$ cat src/rtl/bg_fetch_if.sv
// Background fetch bus between the VGA timing/game side and the sequencer.
interface bg_fetch_if #(
  parameter int ADDR_W = 18
);
  logic [9:0]        DrawX;
  logic [9:0]        DrawY;
  logic              scroll_req;
  logic [8:0]        scroll_x_in;
  logic [8:0]        scroll_y_in;
  logic              bank_in;
  logic              scroll_ack;
  logic              frame_applied;
  logic [ADDR_W-1:0] rom_address;
  logic              rom_bank;
  logic              addr_valid;

  modport master (
    output DrawX, DrawY, scroll_req,
    output scroll_x_in, scroll_y_in, bank_in,
    input  scroll_ack, frame_applied,
    input  rom_address, rom_bank, addr_valid
  );

  modport slave (
    input  DrawX, DrawY, scroll_req,
    input  scroll_x_in, scroll_y_in, bank_in,
    output scroll_ack, frame_applied,
    output rom_address, rom_bank, addr_valid
  );
endinterface

$ cat src/rtl/bg_fetch_sequencer.sv
// Incremental bg ROM address generator (4/5 horizontal scale) with
// frame-synchronous scroll/bank updates.
module bg_fetch_sequencer #(
  parameter int SRC_W  = 512,
  parameter int SRC_H  = 480,
  parameter int SCR_W  = 640,
  parameter int ADDR_W = 18
) (
  input  logic vga_clk,
  input  logic Reset,
  bg_fetch_if.slave bus
);
  localparam int XW = $clog2(SRC_W);
  localparam int YW = $clog2(SRC_H);

  typedef enum logic {IDLE, PENDING} state_e;

  state_e            state_q, state_d;
  logic [XW-1:0]     sx_act_q, sx_act_d;
  logic [XW-1:0]     sx_pend_q, sx_pend_d;
  logic [YW-1:0]     sy_act_q, sy_act_d;
  logic [YW-1:0]     sy_pend_q, sy_pend_d;
  logic              bank_act_q, bank_act_d;
  logic              bank_pend_q, bank_pend_d;
  logic [9:0]        src_x_q, src_x_d;
  logic [2:0]        phase_q, phase_d;
  logic [ADDR_W-1:0] addr_q, addr_d;
  logic              valid_q, valid_d;
  logic              ack_q, ack_d;
  logic              applied_q, applied_d;

  logic              in_vis;
  logic              boundary;
  logic [9:0]        x_cur;
  logic [2:0]        ph_cur;
  logic [9:0]        y_in;
  logic [9:0]        y_red;
  logic [YW:0]       row_sum;
  logic [YW:0]       row;
  logic [XW-1:0]     col;

  always_comb begin
    state_d     = state_q;
    sx_act_d    = sx_act_q;
    sy_act_d    = sy_act_q;
    bank_act_d  = bank_act_q;
    sx_pend_d   = sx_pend_q;
    sy_pend_d   = sy_pend_q;
    bank_pend_d = bank_pend_q;
    src_x_d     = src_x_q;
    phase_d     = phase_q;
    addr_d      = addr_q;
    ack_d       = 1'b0;
    applied_d   = 1'b0;

    in_vis   = (bus.DrawX < 10'(SCR_W)) && (bus.DrawY < 10'(SRC_H));
    boundary = (bus.DrawX == '0) && (bus.DrawY == '0);
    y_in     = {1'b0, bus.scroll_y_in};
    y_red    = (y_in >= 10'(SRC_H)) ? y_in - 10'(SRC_H) : y_in;

    unique case (state_q)
      IDLE: begin
        if (bus.scroll_req) state_d = PENDING;
      end
      PENDING: begin
        if (boundary) begin
          sx_act_d   = sx_pend_q;
          sy_act_d   = sy_pend_q;
          bank_act_d = bank_pend_q;
          applied_d  = 1'b1;
          if (!bus.scroll_req) state_d = IDLE;
        end
      end
    endcase

    // A request at the boundary is captured after the old one was applied.
    if (bus.scroll_req) begin
      sx_pend_d   = XW'(bus.scroll_x_in);
      sy_pend_d   = YW'(y_red);
      bank_pend_d = bus.bank_in;
      ack_d       = 1'b1;
    end

    if (bus.DrawX == '0) begin
      ph_cur = '0;
      x_cur  = '0;
    end else begin
      ph_cur = (phase_q == 3'd4) ? 3'd0 : phase_q + 3'd1;
      x_cur  = src_x_q + {9'd0, ph_cur != 3'd1};
    end

    row_sum = {1'b0, bus.DrawY[YW-1:0]} + {1'b0, sy_act_d};
    row     = (row_sum >= (YW+1)'(SRC_H)) ? row_sum - (YW+1)'(SRC_H)
                                           : row_sum;
    col     = x_cur[XW-1:0] + sx_act_d;

    valid_d = in_vis;
    if (in_vis) begin
      src_x_d = x_cur;
      phase_d = ph_cur;
      addr_d  = (ADDR_W'(row[YW-1:0]) << XW) | ADDR_W'(col);
    end
  end

  always_ff @(posedge vga_clk) begin
    if (Reset) begin
      state_q     <= IDLE;
      sx_act_q    <= '0;
      sy_act_q    <= '0;
      bank_act_q  <= 1'b0;
      sx_pend_q   <= '0;
      sy_pend_q   <= '0;
      bank_pend_q <= 1'b0;
      src_x_q     <= '0;
      phase_q     <= '0;
      addr_q      <= '0;
      valid_q     <= 1'b0;
      ack_q       <= 1'b0;
      applied_q   <= 1'b0;
    end else begin
      state_q     <= state_d;
      sx_act_q    <= sx_act_d;
      sy_act_q    <= sy_act_d;
      bank_act_q  <= bank_act_d;
      sx_pend_q   <= sx_pend_d;
      sy_pend_q   <= sy_pend_d;
      bank_pend_q <= bank_pend_d;
      src_x_q     <= src_x_d;
      phase_q     <= phase_d;
      addr_q      <= addr_d;
      valid_q     <= valid_d;
      ack_q       <= ack_d;
      applied_q   <= applied_d;
    end
  end

  assign bus.rom_address   = addr_q;
  assign bus.addr_valid    = valid_q;
  assign bus.rom_bank      = bank_act_q;
  assign bus.scroll_ack    = ack_q;
  assign bus.frame_applied = applied_q;
endmodule
$ cat src/flat_wrapper.sv
// flat-port wrapper written by rule: the top's interface ports become plain ports
module bg_fetch_sequencer_flat 
#(
  parameter int SRC_W  = 512,
  parameter int SRC_H  = 480,
  parameter int SCR_W  = 640,
  parameter int ADDR_W = 18
)
  (vga_clk, Reset, bus_DrawX, bus_DrawY, bus_scroll_req, bus_scroll_x_in, bus_scroll_y_in, bus_bank_in, bus_scroll_ack, bus_frame_applied, bus_rom_address, bus_rom_bank, bus_addr_valid);
  bg_fetch_if #(.ADDR_W(ADDR_W)) bus_i ();
  input  logic vga_clk;
  input  logic Reset;
  input wire logic [$bits(bus_i.DrawX)-1:0] bus_DrawX;
  input wire logic [$bits(bus_i.DrawY)-1:0] bus_DrawY;
  input wire logic [$bits(bus_i.scroll_req)-1:0] bus_scroll_req;
  input wire logic [$bits(bus_i.scroll_x_in)-1:0] bus_scroll_x_in;
  input wire logic [$bits(bus_i.scroll_y_in)-1:0] bus_scroll_y_in;
  input wire logic [$bits(bus_i.bank_in)-1:0] bus_bank_in;
  output wire logic [$bits(bus_i.scroll_ack)-1:0] bus_scroll_ack;
  output wire logic [$bits(bus_i.frame_applied)-1:0] bus_frame_applied;
  output wire logic [$bits(bus_i.rom_address)-1:0] bus_rom_address;
  output wire logic [$bits(bus_i.rom_bank)-1:0] bus_rom_bank;
  output wire logic [$bits(bus_i.addr_valid)-1:0] bus_addr_valid;
  assign bus_i.DrawX = bus_DrawX;
  assign bus_i.DrawY = bus_DrawY;
  assign bus_i.scroll_req = bus_scroll_req;
  assign bus_i.scroll_x_in = bus_scroll_x_in;
  assign bus_i.scroll_y_in = bus_scroll_y_in;
  assign bus_i.bank_in = bus_bank_in;
  assign bus_scroll_ack = bus_i.scroll_ack;
  assign bus_frame_applied = bus_i.frame_applied;
  assign bus_rom_address = bus_i.rom_address;
  assign bus_rom_bank = bus_i.rom_bank;
  assign bus_addr_valid = bus_i.addr_valid;
  bg_fetch_sequencer #(.SRC_W(SRC_W), .SRC_H(SRC_H), .SCR_W(SCR_W), .ADDR_W(ADDR_W)) u_core (.vga_clk(vga_clk), .Reset(Reset), .bus(bus_i));
endmodule
$ cat config.mk
export PLATFORM = sky130hd
export DESIGN_NAME = bg_fetch_sequencer_flat
export DESIGN_NICKNAME = d
export VERILOG_FILES = /design/src/rtl/bg_fetch_if.sv /design/src/rtl/bg_fetch_sequencer.sv /design/src/flat_wrapper.sv
export SDC_FILE = /design/constraint.sdc
export NUM_CORES = 1
export LEC_CHECK = 0
export CORE_AREA = 2 2 90 83
export CTS_CLUSTER_SIZE = 30
export DETAILED_ROUTE_END_ITERATION = 6
export DIE_AREA = 0 0 92 85
export PLACE_DENSITY = 0.81
export SLEW_MARGIN = 20
export SYNTH_ARGS = -nofsm -noshare
export SYNTH_HDL_FRONTEND = slang
export SYNTH_SLANG_ARGS = --single-unit
$ cat constraint.sdc
create_clock -name vga_clk -period 11.8 [get_ports vga_clk]
set_input_delay 2.36 -clock vga_clk [delete_from_list [all_inputs] [get_ports vga_clk]]
set_output_delay 2.36 -clock vga_clk [all_outputs]
set_load 0.005 [all_outputs]
Word-level counts from Yosys, hierarchy flattened --
Cells that the tools add are included.
Word-level totals: input port bits 42, bits in registers 73, logic and storage cells 46, memories kept 0, output and inout port bits 22, latch bits 0, memory bits (read-only) 0, memory bits (writable) 0
Operators by class: reduce and logical (&&, ||, !) cells 6, muxes and demuxes 13, $mul 0, shifts and indexed selects 0, bitwise gates (word level) 2, divide/modulo/power cells 0, equality and inequality tests 2, magnitude comparators 4, add/sub/neg operators 6
Operators by type and width (number):
- 9-bit 2-to-1 mux | 6
- 10-bit zero test | 2
- 18-bit by 9-bit OR with 18-bit output | 1
- 9-bit subtractor (second input constant) | 2
- 10-bit by 1-bit adder with 10-bit output | 1
- 9-bit by 9-bit adder with 10-bit output | 1
- 10-bit by 9-bit >= comparator with 1-bit output (second input constant) | 1
- 10-bit < comparator (second input constant) | 1
- 10-bit by 9-bit < comparator with 1-bit output (second input constant) | 1
- 10-bit 2-to-1 mux | 1
- 9-bit adder | 1
- 9-bit >= comparator (second input constant) | 1
- 3-bit 2-to-1 mux | 2
- 3-bit by 1-bit adder with 3-bit output (second input constant) | 1
- 3-bit equality test (second input constant) | 1
- 1-bit 2-to-1 mux | 3
- 3-bit by 1-bit != test with 1-bit output (second input constant) | 1
- 1-bit logical AND | 2
- 1-bit case mux with 2 select lines | 1
- 2-bit AND reduction | 1
- 2-bit OR reduction | 1
- 1-bit inverter | 1

Depth between registers and ports, before layout --
depth after elaboration 8, mapped depth 18, depth with buffers taken out 17

Worst setup path after synthesis --
OpenSTA, ideal clock, no wires.
kind in2reg, start point input port bus_DrawY[1], end point register u_core.addr_q[17] (netlist: u_core.bus.rom_address[17]), stages 14, slack 6.048 ns, path buffers 1, arrival 5.673 ns, data required time 11.721 ns, cell sequence or4_4 nor4_4 nand3_2 clkbuf_1 nand2_1 nand2_1 ha_1 and3_1 a221oi_1 o21ai_0 xor2_1 nand2_1 or3_1 a211oi_2
On the way: word-level cells in the longest chain between the ends 8, elaborated cells on any way between the ends 11, classes of those cells add/sub (2); order compare (2); mux (3); bitwise (1); reduce/logical (3)
RTL lines:
- from (decl) | line flat_wrapper.sv:14 | input wire logic [$bits(bus_i.DrawY)-1:0] bus_DrawY;
- 10-bit zero test (*) | line bg_fetch_sequencer.sv:57 | boundary = (bus.DrawX == '0) && (bus.DrawY == '0);
- 1-bit logical AND (*) | line bg_fetch_sequencer.sv:57
- 9-bit 2-to-1 mux (*) | line bg_fetch_sequencer.sv:66 | if (boundary) begin
- 9-bit 2-to-1 mux (*) | line bg_fetch_sequencer.sv:61 | unique case (state_q)
- via u_core.sy_act_d[4] | line bg_fetch_sequencer.sv:21 | logic [YW-1:0] sy_act_q, sy_act_d;
- 9-bit by 9-bit adder with 10-bit output (*) | line bg_fetch_sequencer.sv:92 | row_sum = {1'b0, bus.DrawY[YW-1:0]} + {1'b0, sy_act_d};
- 9-bit subtractor or 10-bit by 9-bit >= comparator with 1-bit output (tied branches) | line bg_fetch_sequencer.sv:93 | row = (row_sum >= (YW+1)'(SRC_H)) ? row_sum - (YW+1)'(SRC_H)
- 9-bit 2-to-1 mux (*) | line bg_fetch_sequencer.sv:93
- 18-bit by 9-bit OR with 18-bit output (*) | line bg_fetch_sequencer.sv:101 | addr_d = (ADDR_W'(row[YW-1:0]) << XW) | ADDR_W'(col);
- to (signal assigned) | line bg_fetch_sequencer.sv:130 | addr_q <= addr_d;
- to (decl) | line bg_fetch_sequencer.sv:27 | logic [ADDR_W-1:0] addr_q, addr_d;
The timed path passes the listed nets; every way through them passes the cells marked *. A chain may end at the register's enable or synchronous reset.

Worst setup path after layout --
start point input port bus_DrawX[0], end point register u_core.addr_q[16] (netlist: u_core.bus.rom_address[16])
On the way: word-level cells in the longest chain between the ends 8, elaborated cells on any way between the ends 11, classes of those cells add/sub (2); order compare (2); mux (3); bitwise (1); reduce/logical (3)
RTL lines:
- from (decl) | line flat_wrapper.sv:13 | input wire logic [$bits(bus_i.DrawX)-1:0] bus_DrawX;
- 10-bit zero test (*) | line bg_fetch_sequencer.sv:57
- 1-bit logical AND (*) | line bg_fetch_sequencer.sv:57
- 9-bit 2-to-1 mux (*) | line bg_fetch_sequencer.sv:66
- 9-bit 2-to-1 mux (*) | line bg_fetch_sequencer.sv:61
- via u_core.sy_act_d[0] | line bg_fetch_sequencer.sv:21
- 9-bit by 9-bit adder with 10-bit output (*) | line bg_fetch_sequencer.sv:92
- 9-bit subtractor or 10-bit by 9-bit >= comparator with 1-bit output (tied branches) | line bg_fetch_sequencer.sv:93
- 9-bit 2-to-1 mux (*) | line bg_fetch_sequencer.sv:93
- 18-bit by 9-bit OR with 18-bit output (*) | line bg_fetch_sequencer.sv:101
Marked as above.

==> metrics.md <==
| Metric | Value |
|---|---|
| Mapped Cells | `479` |
| Synth Warn # | `0` |
| Beginning of the critical path | `bus_DrawX[0]` |
| Period Utilization, post-route | `56.3%` |
| WL met2 | `3870 um` |
| WL per Instance | `13.6 um` |
| Hold-fix buffer count after cts | `0` |
| WP data arrival | `6850 ps` |
| Synth cell types | `53` |
| Met1 Routed Length | `4120 um` |
| DRT Wirelength | `8610 um` |
| Pre-antenna DRT Iters | `4` |
| Die Height | `85 um` |
| P_leak | `1.97 nW` |
| Worst Min Path Start | `u_core.bus.rom_address[9]` |
| Slew Viols, Final | `0` |
| Critical Path Sink | `u_core.bus.rom_address[16]` |
| CP startpoint kind | `primary input` |
| Layout cells sized above 1 | `5.38%` |
| Critical path class | `primary input to register` |
| DIE WIDTH | `92 um` |
| Number of diodes | `0` |
| Via density | `5.49` |
| Final Hold Vio Count | `0` |
| Most frequent cells in the layout | `91 x nand2_1, 72 x dfxtp_1, 65 x nor2_1` |
| H-tree level count | `3` |
| Reg2Reg Depth | `13` |
| Max VDD drop | `0.0000652 V` |
| DRC Markers | `0` |
| Cell Pwr Density | `108 nW/um2` |
| Sum Neg Setup Slack | `0 ps` |
| Initial antenna violation count | `0` |
| DRT iter0 DRCs | `207` |
| Io pins | `64` |
| Post-synthesis cell area | `3810 um2` |
| Cell total after placement | `616` |
| Status | `completed` |
| First-pass GRT wire length | `14700 um` |
| Clock skew | `6.44 ps` |
| Resized Gates After CTS | `0` |
| Max clock buf depth | `2` |
| Worst Setup End Kind | `register` |
| GR Util All Layers | `23.3%` |
| Top Metal Used | `met4` |
| Grt total ovfl | `0` |
| Port bufs | `63` |
| Non-Filler Instances | `632` |
| Clk slew on worst S/H paths | `70 ps` |
| Register-to-register setup slack | `8250 ps` |
| # rows | `29` |
| Synth Area per Inst | `7.96 um2` |
| Hold WC Path Type | `register to register` |
| Final antenna-violating net count | `0` |
| Initial Util | `55.3%` |
| Placer Congestion | `0.919` |
| Number of setup violations in the final report | `0` |
| Hold_ws | `454 ps` |
| Total number of vias | `3470` |
| Largest net degree at the start of global routing | `75` |
| Die area | `7820 um2` |
| Final design utilization | `67.7%` |
| Post-Syn Nets | `546` |
| Clk_lat worst skew | `350 ps` |
| EDFF count, synth | `0` |
| Yosys reg bits | `72` |
| FFs w/ async S/R, synth | `0%` |
| Post-CTS Repair Setup Buffers | `0` |
| WP data required | `12010 ps` |
| Synth-to-layout area growth | `22.4%` |
| Worst R2R End | `u_core.bus.rom_address[16]` |
| Commonest non-fill, non-tap cell in the layout | `nand2_1` |
| Vias in the first global route | `3234` |
| Min Tclk post-route | `6650 ps` |
| Num Clock Sinks | `72` |
| Unrepaired setup endpoints after global routing | `false` |
| Worst-path fanout max | `19` |
| Fin nets | `601` |
| Sequential-to-total area share from yosys stat | `37.8%` |
| Slew headroom | `50.0%` |
| Total power | `502 uW` |
| MaxCap Viol Count | `0` |
| F_max | `150 MHz` |
| Main synth FF type | `dfxtp_1` |
| Clock root cell | `clkbuf_8` |
| CTS tree | `yes` |
| Detailed placement HPWL | `6260 um` |
| Num CTS Buffers | `9` |
| Reg2reg start | `u_core.state_q` |
| Metal3 WL | `523 um` |
| Core area | `6890 um2` |
| Worst-Margin Slew | `750 ps` |
[report_power, final]
group	switching, mW	total [mW]	leakage (nW)	internal [mW]
registers	0.00478	0.256	0.587	0.251
clock network	0.0932	0.188	0.0923	0.0944
logic	0.0284	0.0589	1.30	0.0305
total	0.126	0.502	1.97	0.376
[worst min-delay path by stage]
stage,endpoint,slack [ps],depth (start not counted)
finish,u_core.bus.rom_address[9],450,2
global route,u_core.bus.rom_address[0],470,2
detailed placement,u_core.bus.rom_address[9],450,2
floorplan,u_core.bus.rom_bank,440,2
CTS,u_core.bus.rom_address[9],460,2
global placement,u_core.bus.rom_address[12],440,2
[cell families after synthesis]
logic type                 after synthesis  share of synthesized area (%)
AOI/OAI and AO/OA                      103                           16.3
xor gates and xnor gates                17                           3.90
adders and majority gates               25                           8.59
buffers and inverters                   34                           3.71
DFF                                     72                           37.8
muxes                                   18                           4.72
and+or+nand+nor                        210                           25.0
[critical path: stages]
cell	delay, ps
clkdlybuf4s50_1	400
nor4_1	360
and4_1	650
and3_1	620
nand2_1	150
nand2_1	100
ha_1	160
inv_1	50
fa_1	390
nand3b_1	210
a21boi_0	320
o22ai_1	190
xnor2_1	300
o21ai_0	160
a221oi_1	330
nor3_1	80
[per-stage QoR]
step	area (um2)	setup slack, ps
after floorplan	3810	6050
after global placement	4480	5020
after detailed placement	4480	4800
after CTS	4680	5170
after global routing	4670	4660
final	4670	5150
[Yosys cell counts, drive strengths merged (6+ instances only)]
cell type / count / area share, %
nand2: 91 / 9.0
dfxtp: 72 / 38
nor2: 65 / 6.4
a21oi: 50 / 6.7
ha: 23 / 7.5
mux2i: 18 / 4.7
o21ai: 17 / 2.2
clkbuf: 15 / 1.5
inv: 12 / 1.2
xnor2: 11 / 2.5
nand3: 8 / 1.2
a31oi: 7 / 1.1
buf: 7 / 1.0
nor3: 6 / 0.79
xor2: 6 / 1.4
[layer usage]
layer | track usage [%] | vias up
met4 | 6.51 | 0
met1 | 31.8 | 1586
met2 | 36.6 | 101
li1 | - | 1773
met5 | 0 | -
met3 | 6.39 | 10
[state kept, by name, indices dropped and copies added, names as in the netlist]
signal	count
u_core.bus.rom_address	18
u_core.sx_pend_q	9
u_core.sy_pend_q	9
u_core.bank_pend_q	1
u_core.src_x_q	9
u_core.bus.addr_valid	1
u_core.bus.rom_bank	1
u_core.state_q	1
u_core.sx_act_q	9
u_core.sy_act_q	9
u_core.phase_q	3
u_core.bus.scroll_ack	1
u_core.bus.frame_applied	1
[layout make-up]
class / instances / area, um2
Multi-Input combinational cell: 373 / 2230
Sequential cell: 72 / 1440
Clock buffer: 13 / 169
Clock inverter: 3 / 23.8
Timing Repair Buffer: 66 / 643
Fill cell: 568 / 2220
Tap cell: 93 / 116
Inverter: 12 / 45.0
No activity file was read; power rests on OpenSTA's default activity.
